**src/rtl/if_fetch_unit_pkg.sv**
```systemverilog
// if_fetch_unit_pkg: shared types and constants for the instruction-fetch front end.
package if_fetch_unit_pkg;
    typedef enum logic [1:0] {FETCH, READY, DRAIN} fetch_state_e;
    localparam logic [31:0] NOP_INST         = 32'h0;
    localparam logic [31:0] PC_STEP          = 32'd4;
    localparam logic [31:0] DEFAULT_RESET_PC = 32'h0000_0000;
endpackage

```
**src/rtl/if_fetch_unit_perf_cnt.sv**
```systemverilog
// if_perf_cnt: wrapping counters of consumed instructions and bubble cycles (IF_PERF_CNT_EN builds only).
module if_perf_cnt (
    input  logic        Clk,
    input  logic        Clrn,
    input  logic        consume,
    input  logic        bubble,
    output logic [31:0] fetch_cnt,
    output logic [31:0] bubble_cnt
);
    logic [31:0] fetch_cnt_q, bubble_cnt_q;

    always_ff @(posedge Clk or negedge Clrn) begin
        if (!Clrn) begin
            fetch_cnt_q  <= '0;
            bubble_cnt_q <= '0;
        end else begin
            fetch_cnt_q  <= fetch_cnt_q + 32'(consume);
            bubble_cnt_q <= bubble_cnt_q + 32'(bubble);
        end
    end

    assign fetch_cnt  = fetch_cnt_q;
    assign bubble_cnt = bubble_cnt_q;
endmodule

```
**src/rtl/if_fetch_unit.sv**
```systemverilog
// if_fetch_unit: PC owner and imem req/ack fetch FSM feeding the IF/ID register.
// Define IF_PERF_CNT_EN to add the fetch_cnt/bubble_cnt performance counters.
module if_fetch_unit
    import if_fetch_unit_pkg::*;
#(
    parameter logic [31:0] RESET_PC = DEFAULT_RESET_PC
) (
    input  logic        Clk,
    input  logic        Clrn,
    input  logic        stall,
    input  logic        MEM_PCSrc,
    input  logic [31:0] MEM_Target,
    output logic        imem_req,
    output logic [31:0] imem_addr,
    input  logic        imem_ack,
    input  logic [31:0] imem_rdata,
    output logic [31:0] IF_PC,
    output logic [31:0] IF_PC4,
    output logic [31:0] IF_Inst,
    output logic        IF_Valid
`ifdef IF_PERF_CNT_EN
    ,
    output logic [31:0] fetch_cnt,
    output logic [31:0] bubble_cnt
`endif
);
    fetch_state_e state_q, state_d;
    logic [31:0]  pc_q, pc_d;
    logic [31:0]  inst_q, inst_d;
    logic [31:0]  drain_addr_q, drain_addr_d;
    logic [31:0]  target;

    assign target = MEM_Target & ~32'h3;

    always_ff @(posedge Clk or negedge Clrn) begin
        if (!Clrn) begin
            state_q      <= FETCH;
            pc_q         <= RESET_PC;
            inst_q       <= NOP_INST;
            drain_addr_q <= RESET_PC;
        end else begin
            state_q      <= state_d;
            pc_q         <= pc_d;
            inst_q       <= inst_d;
            drain_addr_q <= drain_addr_d;
        end
    end

    always_comb begin
        state_d      = state_q;
        pc_d         = pc_q;
        inst_d       = inst_q;
        drain_addr_d = drain_addr_q;
        case (state_q)
            FETCH: begin
                if (MEM_PCSrc) begin
                    pc_d = target;
                    // an unacknowledged request must be held at its original address
                    if (!imem_ack) begin
                        state_d      = DRAIN;
                        drain_addr_d = pc_q;
                    end
                end else if (imem_ack) begin
                    inst_d  = imem_rdata;
                    state_d = READY;
                end
            end
            READY: begin
                if (MEM_PCSrc) begin
                    pc_d    = target;
                    state_d = FETCH;
                end else if (!stall) begin
                    pc_d    = pc_q + PC_STEP;
                    state_d = FETCH;
                end
            end
            DRAIN: begin
                if (MEM_PCSrc) pc_d = target;
                if (imem_ack) state_d = FETCH;
            end
            default: state_d = FETCH;
        endcase
    end

    // gating with Clrn drops the request asynchronously while reset is held
    assign imem_req  = Clrn && (state_q != READY);
    assign imem_addr = (state_q == DRAIN) ? drain_addr_q : pc_q;
    assign IF_Valid  = (state_q == READY);
    assign IF_Inst   = IF_Valid ? inst_q : NOP_INST;
    assign IF_PC     = pc_q;
    assign IF_PC4    = pc_q + PC_STEP;

`ifdef IF_PERF_CNT_EN
    if_perf_cnt u_perf_cnt (
        .Clk       (Clk),
        .Clrn      (Clrn),
        .consume   (IF_Valid && !stall && !MEM_PCSrc),
        .bubble    (!IF_Valid && !stall),
        .fetch_cnt (fetch_cnt),
        .bubble_cnt(bubble_cnt)
    );
`endif
endmodule

```
**config.mk**
```make
export PLATFORM = sky130hd
export DESIGN_NAME = if_fetch_unit
export DESIGN_NICKNAME = d
export VERILOG_FILES = /design/src/rtl/if_fetch_unit_pkg.sv /design/src/rtl/if_fetch_unit_perf_cnt.sv /design/src/rtl/if_fetch_unit.sv
export SDC_FILE = /design/constraint.sdc
export NUM_CORES = 1
export LEC_CHECK = 0
export BUFFER_PORTS_ARGS = -buffer_cell sky130_fd_sc_hd__buf_2
export CAP_MARGIN = 15
export CORE_UTILIZATION = 40
export DETAILED_ROUTE_END_ITERATION = 8
export PLACE_DENSITY = 0.66
export SLEW_MARGIN = 20
export SYNTH_ARGS = -nofsm -noshare
export SYNTH_HDL_FRONTEND = slang
export SYNTH_HIERARCHICAL = 1
export SYNTH_SLANG_ARGS = --single-unit
```
**constraint.sdc**
```tcl
create_clock -name Clk -period 2.8 [get_ports Clk]
set_clock_uncertainty 0.15 [all_clocks]
set_input_delay 0.14 -clock Clk [delete_from_list [all_inputs] [get_ports Clk]]
set_output_delay 0.14 -clock Clk [all_outputs]
set_load 0.1 [all_outputs]
```
==> results.yml, run 1 <==
global_routing:
  grt_start_max_net_pins: 44
  grt_first_pass_wirelength_mm: 26.6
  grt_pass1_vias: 5077
  grt.total_usage_pct: 23.7
  antenna_found_initial: 0
  gr-total-overflow: 0
sta:
  layout_min_cycle_time_ns: 2.71
  setup_tns_ns: 0
  timing.fmax_mhz: 369
  slew_headroom_pct: 42.6
  tightest_slew_ns: 0.861
  hold_violations: 0
  finalMaxSlewViolations: 0
  final-setup-viol-count: 0
  fin_crit_sh_pct: 96.8
  rsz0062_at_grt: "false"
  hold_ws_ns: 0.00955
synth:
  yosysWarnings: 6
  yosys.area.top_type: "dfrtp_1"
  synth_top_cell_area_share_pct: 41.7
  async_flop_share_pct: 100
  synth-simple-area-share_pct: 17.7
  synth_ff_type: "dfrtp_1"
  synth_most_common_cell: "dfrtp_1"
  synthTopCellsByCount: "dfrtp_1, mux2_2, and2_1"
  synth_top_family_by_area: "multiplexers"
  syn_area_per_cell_um2: 10.5
  yosysUniqueCellTypes: 63
  synth.top_cells.by_area: "dfrtp_1, mux2_2, and2_1, xnor2_1, a32oi_1"
  synth_xor_area_share_pct: 4.35
  yosys-mux-area-fraction_pct: 17.9
  synth-seq-cells: 94
  synth_compound_area_share_pct: 10.6
  yosysSeqAreaShare_pct: 41.7
  synth_fa_ha_area_share_pct: 0.222
  syn_area_mm2: 0.00564
  synthCells: 538
  synth-edff-count: 0
place:
  postPlaceCellArea_mm2: 0.00773
  place_inst: 868
  port_buffers: 190
  gp_congestion: 0.829
  dp_hpwl_mm: 11.7
floorplanning:
  rows: 43
  die-area_mm2: 0.0146
  ios: 199
  start_util_pct: 40.8
  core_mm2: 0.0138
  fp.dieH_um: 121
  die_w_um: 121
worst_setup_path:
  arrival_ns: 2.42
  r2r_start: "state_q[0]"
  r2r_slack_ns: 0.60
  crit_required_ns: 2.51
  start_kind: "flip-flop"
  rr_worst_depth: 5
  cp-startpoint: "IF_PC[20]"
  path_max_fanout: 12
  endpoint: "IF_PC4[26]"
  endpoint_kind: "output pin"
  rr_endpoint: "IF_PC[31]"
  criticalPathCategory: "reg2out"
pwr:
  p_int_w: 0.00320
  p_switching_w: 0.00328
  comb_power_share_pct: 50.9
  powerDensity_mw_per_mm2: 749
  p_leak_nw: 3.63
  clkPwrFrac_pct: 17.9
  swShare_pct: 50.6
  ir_drop_uv: 497
  pwr-share-seq_pct: 31.2
route:
  via_per_inst: 5.44
  drtIter0Drc: 338
  wl_per_cell_um: 17.6
  drtAntennaViolNets: 0
  first_pass_iters: 6
  drc: 0
  drt-total-wl_mm: 16.6
  dr_total_vias: 5133
finish:
  fill_cells: 1104
  drive_gt1_share_pct: 51.8
  syn_to_final_growth_pct: 53.1
  final_cell_area_mm2: 0.00864
  n_antenna_cell: 0
  nets: 829
  stdcell_count: 944
clock_tree:
  cts_buffers: 9
  cts_max_path_buffers: 2
  worstSkewPairLatency_ns: 0.34
  h-tree-depth: 3
  cts-root-buf: "clkbuf_16"
  cts_tree: "done"
  clock_sinks: 94
  clk_pin_slew_worst_paths_ns: 0.07
min_path:
  hp-class: "in2reg"
run:
  drv_cap: 0
outcome:
  status: "complete, no violations"
[worst max-delay path: stages, from the launching register on]
cell,delay [ns]
dfrtp_4,0.52
nand3_1,0.18
or4_4,0.59
or3_4,0.39
xnor2_4,0.20
buf_12,0.19
[registers in the layout, summed over array words and instances (netlist names)]
name          flops
inst_q           32
IF_PC            30
state_q           2
drain_addr_q     30
[cells in the final DEF, fill, tap and decap left out, types with 5 or more instances in the layout]
cell type and n:
o211ai_1 12, dfrtp_2 9, or3_1 7, a21oi_1 7
clkbuf_16 9, inv_1 5, xnor2_2 11, conb_1 6
dfrtp_1 65, nor2_1 17, mux2_2 88, dlygate4sd3_1 58
dfrtp_4 20, a32oi_1 14, and3_1 5, nand4_1 18
o21ai_0 8, buf_2 143, o22ai_1 5, xor2_4 6
nand2_1 30, and2_1 35, nand3_1 22, a2bb2oi_1 5
xnor2_4 8, buf_4 22, buf_12 43
[power by group through the flow]
| stage | combinational, W | sequential [W] | clock (W) |
|---|---|---|---|
| after detailed placement | 0.00322 | 0.00204 | 0 |
| after floorplan | 0.00237 | 0.00230 | 0 |
| after CTS | 0.00329 | 0.00201 | 0.00120 |
| after global placement | 0.00320 | 0.00201 | 0 |
| final | 0.00329 | 0.00202 | 0.00116 |
| after global routing | 0.00341 | 0.00207 | 0.00125 |
[routing by layer]
layer	part of all wire, %	GRT usage, %	vias to the layer above
met5	0	0	-
met4	2.1	9.41	0
met3	6.0	5.05	29
met2	50	39.8	192
met1	42	29.7	2523
li1	-	-	2389
[area by class of cell]
class                           count  area (um^2)  area share (%)
Clock buffer                        9          225            2.61
Clock inverter                      7         56.3           0.652
Inverter                            5         18.8           0.217
Multi-Input combinational cell    380         3330            38.6
Sequential cell                    94         2440            28.2
Tap cell                          180          225            2.61
Timing Repair Buffer              269         2340            27.1
[cells by family after synthesis]
kind of cell / count (synthesis)
AO/OA/AOI/OAI: 82
multiplexers: 90
XOR/XNOR: 28
other: 1
flip-flops: 94
buffers and inverters: 69
AND/OR/NAND/NOR: 173
adder cells (fa/ha/maj): 1
[metrics by stage]
step	util [%]	setup slack (ns)	power (W)
floorplan	-	0.00200	0.00467
global placement	55.9	0.415	0.00521
detailed placement	55.9	0.394	0.00527
CTS	62.1	0.0135	0.00651
global route	62.5	0.0219	0.00673
finish	62.5	0.0909	0.00647
[what timing repair did]
item / 4_1_cts / 5_1_grt
setup buffers: 0 / 2
hold endpoints to repair: 81 / 0
gates resized for setup: 0 / 11
endpoints found under the setup margin: 0 / 13
hold buffers: 58 / 0
[worst min path at each step]
| stage | from | depth (start not counted) | to | slack [ns] |
|---|---|---|---|---|
| after global routing | MEM_Target[9] | 3 | IF_PC[9] | 0.02 |
| after floorplan | Clrn | 0 | IF_PC[12] | -0.31 |
| after CTS | MEM_Target[9] | 3 | IF_PC[9] | 0.003 |
| after detailed placement | Clrn | 1 | inst_q[25] | -0.07 |
| after global placement | Clrn | 1 | inst_q[28] | -0.07 |
| final | MEM_Target[9] | 3 | IF_PC[9] | 0.01 |
(Power assumes the default switching activity.)
==> inputs of run 2 (changes only) <==
MAX_ROUTING_LAYER = met4   (was not set)
==> results.yml, run 2 (synthesized netlist as in run 1, its figures left out) <==
finish:
  nets: 829
  fill_cells: 1104
  largest_reg_flops: 32
  n_antenna_cell: 0
  final_cell_mix: "buf_2, mux2_2, dfrtp_1"
  multiInputGateArea_mm2: 0.00333
  final_util_pct: 62.5
  syn_to_final_growth_pct: 53.1
  final_common_cell: "buf_2"
  top_register: "inst_q"
  ff_latch_area_mm2: 0.00244
  drive_gt1_share_pct: 51.8
pwr:
  p_leak_nw: 3.63
  powerDensity_mw_per_mm2: 750
  p_switching_w: 0.00328
  clkPwrFrac_pct: 18.0
  comb_power_share_pct: 50.9
  swShare_pct: 50.7
  p_int_w: 0.00320
  ir_drop_uv: 498
  pwr-share-seq_pct: 31.1
clock_tree:
  clock_sinks: 94
  cts_tree: "done"
  clk_pin_slew_worst_paths_ns: 0.07
  cts_max_path_buffers: 2
  worstSkewPairLatency_ns: 0.34
  h-tree-depth: 3
  cts-root-buf: "clkbuf_16"
  cts_buffers: 9
global_routing:
  antenna_found_initial: 0
  grt_util_met1_pct: 29.9
  grt_first_pass_wirelength_mm: 26.6
  grt.total_usage_pct: 24.4
  gr-max-usage-layer: "met2"
  grt_use_met3_pct: 4.81
  grt_use_met2_pct: 39.8
  gr-total-overflow: 0
  grt_pass1_vias: 5089
  grt_start_max_net_pins: 44
sta:
  rsz0062_at_grt: "false"
  final-setup-viol-count: 0
  layout_min_cycle_time_ns: 2.70
  hold_violations: 0
  finalMaxSlewViolations: 0
  timing.fmax_mhz: 370
  tightest_slew_ns: 0.847
  slew_headroom_pct: 43.5
  setup_tns_ns: 0
  fin_crit_sh_pct: 96.5
route:
  drt-total-wl_mm: 16.7
  via_per_inst: 5.41
  drtAntennaViolNets: 0
  drtIter0Drc: 342
  drc: 0
  first_pass_iters: 4
  dr_total_vias: 5104
  wl_per_cell_um: 17.7
worst_setup_path:
  arrival_ns: 2.41
  path_max_fanout: 12
  rr_worst_depth: 5
  endpoint_kind: "output pin"
  max_stage_delay_ns: 0.59
  r2r_start: "state_q[0]"
  crit_chain: "nand3_1 -> or4_4 -> or3_4 -> xnor2_4 -> buf_12"
  crit_slowest_cell: "or4_4"
  start_kind: "flip-flop"
  criticalPathCategory: "reg2out"
  crit_required_ns: 2.51
  cp-startpoint: "IF_PC[20]"
floorplanning:
  rows: 43
  die-area_mm2: 0.0146
  die_w_um: 121
  fp.dieH_um: 121
  start_util_pct: 40.8
  ios: 199
  core_mm2: 0.0138
place:
  gp_congestion: 0.841
  port_buffers: 190
  dp_hpwl_mm: 11.7
outcome:
  status: "complete, no violations"
min_path:
  hp-class: "in2reg"
  hold_start: "MEM_Target[9]"
  holdPathStages: 3
run:
  drv_cap: 0
run 2: cell counts in the layout (fill, tap and decap cells not counted):
No cell type changed its count.
run 2: through the flow:
step	hold slack, ns	total power (W)	instance area, um^2	std cells	worst slack, ns
final	0.00698	0.00648	8640	944	0.0971
after global routing	0.0194	0.00673	8640	944	0.0217
after global placement	-0.0666	0.00521	7730	868	0.415
after floorplan	-0.306	0.00467	6140	543	0.00200
after detailed placement	-0.0718	0.00527	7730	868	0.394
after CTS	0.00333	0.00651	8590	942	0.0135
run 2: what timing repair did:
action / CTS / global route
endpoints found under the setup margin: 0 / 13
resized for setup: 0 / 11
hold buffers: 58 / 0
setup buffers: 0 / 2
endpoints found under the hold margin: 81 / 0
run 2: power groups by stage:
stage,sequential (W),combinational (W),clock (W)
floorplan,0.00230,0.00237,0
global route,0.00207,0.00341,0.00125
CTS,0.00201,0.00329,0.00120
detailed placement,0.00204,0.00322,0
global placement,0.00201,0.00320,0
finish,0.00202,0.00330,0.00117
run 2: worst paths after layout:
kind                                    to  slack (ns)
worst min-delay path              IF_PC[9]       0.007
min in group asynchronous       inst_q[25]        0.10
max in group asynchronous        IF_PC[13]        1.44
worst min register to register   inst_q[1]        0.35
worst max-delay path            IF_PC4[26]         0.1
worst max register to register   IF_PC[26]        0.62
run 2: cell type report:
cell class	count	area share, %
inverters	5	0.217
well taps	180	2.61
repair buffers	269	27.1
multi-input cells	380	38.6
flip-flops and latches	94	28.2
clock inverters	7	0.652
clock buffers	9	2.61
run 2: per-layer routing:
layer,share of wire [%],wire length (um)
met1,42,7000
met2,50,8380
met3,5.7,956
met4,2.1,345
met5,0,0
run 2: critical path: cells and delay by family, from the launching register on:
family | cells | cell delay [ns]
AND/OR/NAND/NOR | 3 | 1.16
flip-flops | 1 | 0.52
XOR/XNOR | 1 | 0.20
buffers and inverters | 1 | 0.19
==> inputs of run 3 (changes only) <==
CELL_PAD_IN_SITES_DETAIL_PLACEMENT = 1   (was not set)
CELL_PAD_IN_SITES_GLOBAL_PLACEMENT = 1   (was not set)
PLACE_DENSITY = not set   (was 0.66)
PLACE_DENSITY_LB_ADDON = 0.1   (was not set)
==> results.yml, run 3 (synthesized netlist as in run 1, its figures left out) <==
worst_setup_path:
  start_kind: "flip-flop"
  cp_top_family: "simple AND/OR/NAND/NOR gates"
  crit_chain: "nand4_1 -> nor4_1 -> nand2_1 -> xnor2_4 -> buf_2"
  criticalPathCategory: "reg2out"
  crit_required_ns: 2.51
  endpoint_kind: "output pin"
  crit_slowest_cell: "nor4_1"
  critPathBufInv: 1
  max_stage_delay_ns: 0.53
  arrival_ns: 2.49
  r2r_slack_ns: 0.39
  path_max_fanout: 11
route:
  first_pass_iters: 4
  drtIter0Drc: 228
  dr_total_vias: 5183
  drtAntennaViolNets: 0
  drc: 0
  wl_per_cell_um: 19.9
  via_per_inst: 5.49
  drt-total-wl_mm: 18.8
floorplanning:
  core_mm2: 0.0138
  ios: 199
  fp.dieH_um: 121
  rows: 43
  start_util_pct: 40.8
  die-area_mm2: 0.0146
  die_w_um: 121
sta:
  setup_tns_ns: 0
  rsz0062_at_grt: "true"
  tightest_slew_ns: 1.06
  final-setup-viol-count: 0
  fin_ws_ns: 0.0228
  hold_violations: 0
  slew_headroom_pct: 29.3
  finalMaxSlewViolations: 0
  layout_min_cycle_time_ns: 2.78
  fin_crit_sh_pct: 99.2
  timing.fmax_mhz: 360
finish:
  final_common_cell: "buf_2"
  nets: 829
  n_antenna_cell: 0
  stdcell_count: 944
  syn_to_final_growth_pct: 53.6
  final_cell_mix: "buf_2, mux2_2, dfrtp_1"
  drive_gt1_share_pct: 51.3
  top_register: "inst_q"
  largest_reg_flops: 32
place:
  post-place-ws_ns: 0.304
  place_inst: 868
  gp_congestion: 0.810
  port_buffers: 190
  dp_hpwl_mm: 12.7
run:
  drv_cap: 0
clock_tree:
  cts_max_path_buffers: 2
  cts_buffers: 9
  cts_tree: "done"
  clk_pin_slew_worst_paths_ns: 0.07
  cts-root-buf: "clkbuf_16"
  worstSkewPairLatency_ns: 0.35
  clock_sinks: 94
  h-tree-depth: 3
global_routing:
  gr-total-overflow: 0
  grt_pass1_vias: 5458
  grt.total_usage_pct: 27.2
  grt_start_max_net_pins: 53
  grt_first_pass_wirelength_mm: 29.5
  antenna_found_initial: 0
pwr:
  p_leak_nw: 3.65
  powerDensity_mw_per_mm2: 771
  ir_drop_uv: 774
  total_power_w: 0.00668
outcome:
  status: "complete, no violations"
min_path:
  hp-class: "in2reg"
run 3: cell types whose count changed in the layout (fill, tap and decap cells not counted), sizes merged:
cell,change
buf,+3
bufinv,+2
clkbuf,-1
clkinv,-2
clkinvlp,+1
inv,-3
run 3: through the flow:
stage | utilization, % | hold slack (ns) | cell area, um^2
final | 62.7 | 0.0288 | 8670
after global routing | 62.7 | 0.0296 | 8670
after CTS | 62.6 | 0.0265 | 8660
after detailed placement | 55.9 | 0.0295 | 7730
after global placement | 55.9 | 0.0302 | 7730
after floorplan | - | -0.306 | 6140
run 3: final timing paths:
kind / end / start / depth (start not counted)
setup reg to reg: IF_PC[13] / state_q[0] / 5
min in group asynchronous: inst_q[20] / Clrn / 2
setup / recovery: IF_PC4[27] / IF_PC[4] / 5
hold / removal: IF_PC[9] / MEM_Target[9] / 3
hold reg to reg: inst_q[0] / inst_q[0] / 1
max in group asynchronous: IF_PC[3] / Clrn / 3
run 3: per-layer routing:
layer  global-route usage [%]  vias to the layer above  routed length (um)
met2                     46.9                      160                9710
met5                        -                        -                   0
met1                     32.7                     2610                7900
li1                         -                     2382                   -
met3                     3.63                       31                 810
met4                     9.10                        0                 365
run 3: power breakdown:
| part | switching [W] | leakage (nW) | internal (W) |
|---|---|---|---|
| Sequential | 0.000328 | 1.09 | 0.00169 |
| Combinational | 0.00244 | 2.42 | 0.000890 |
| Clock | 0.000546 | 0.146 | 0.000785 |
run 3: cell type report:
| cell class | count | area (um^2) |
|---|---|---|
| Fill cell | 1432 | 5160 |
| Clock buffer | 11 | 233 |
| Timing Repair Buffer | 269 | 2340 |
| Sequential cell | 94 | 2440 |
| Multi-Input combinational cell | 380 | 3330 |
| Tap cell | 180 | 225 |
| Clock inverter | 5 | 83.8 |
| Inverter | 5 | 18.8 |
run 3: tightest hold or removal path, cell delays in order:
cell and delay (ns):
buf_2 0.08, o22ai_1 0.08, a2bb2oi_1 0.17
run 3: repair_timing:
item | 4_1_cts | 5_1_grt
resized for setup | 3 | 4
setup buffers | 2 | 0
pin swaps | 1 | 0
gates cloned | 0 | 0
setup endpoints to repair | 6 | 9
endpoints found under the hold margin | 99 | 0
hold buffers | 58 | 0
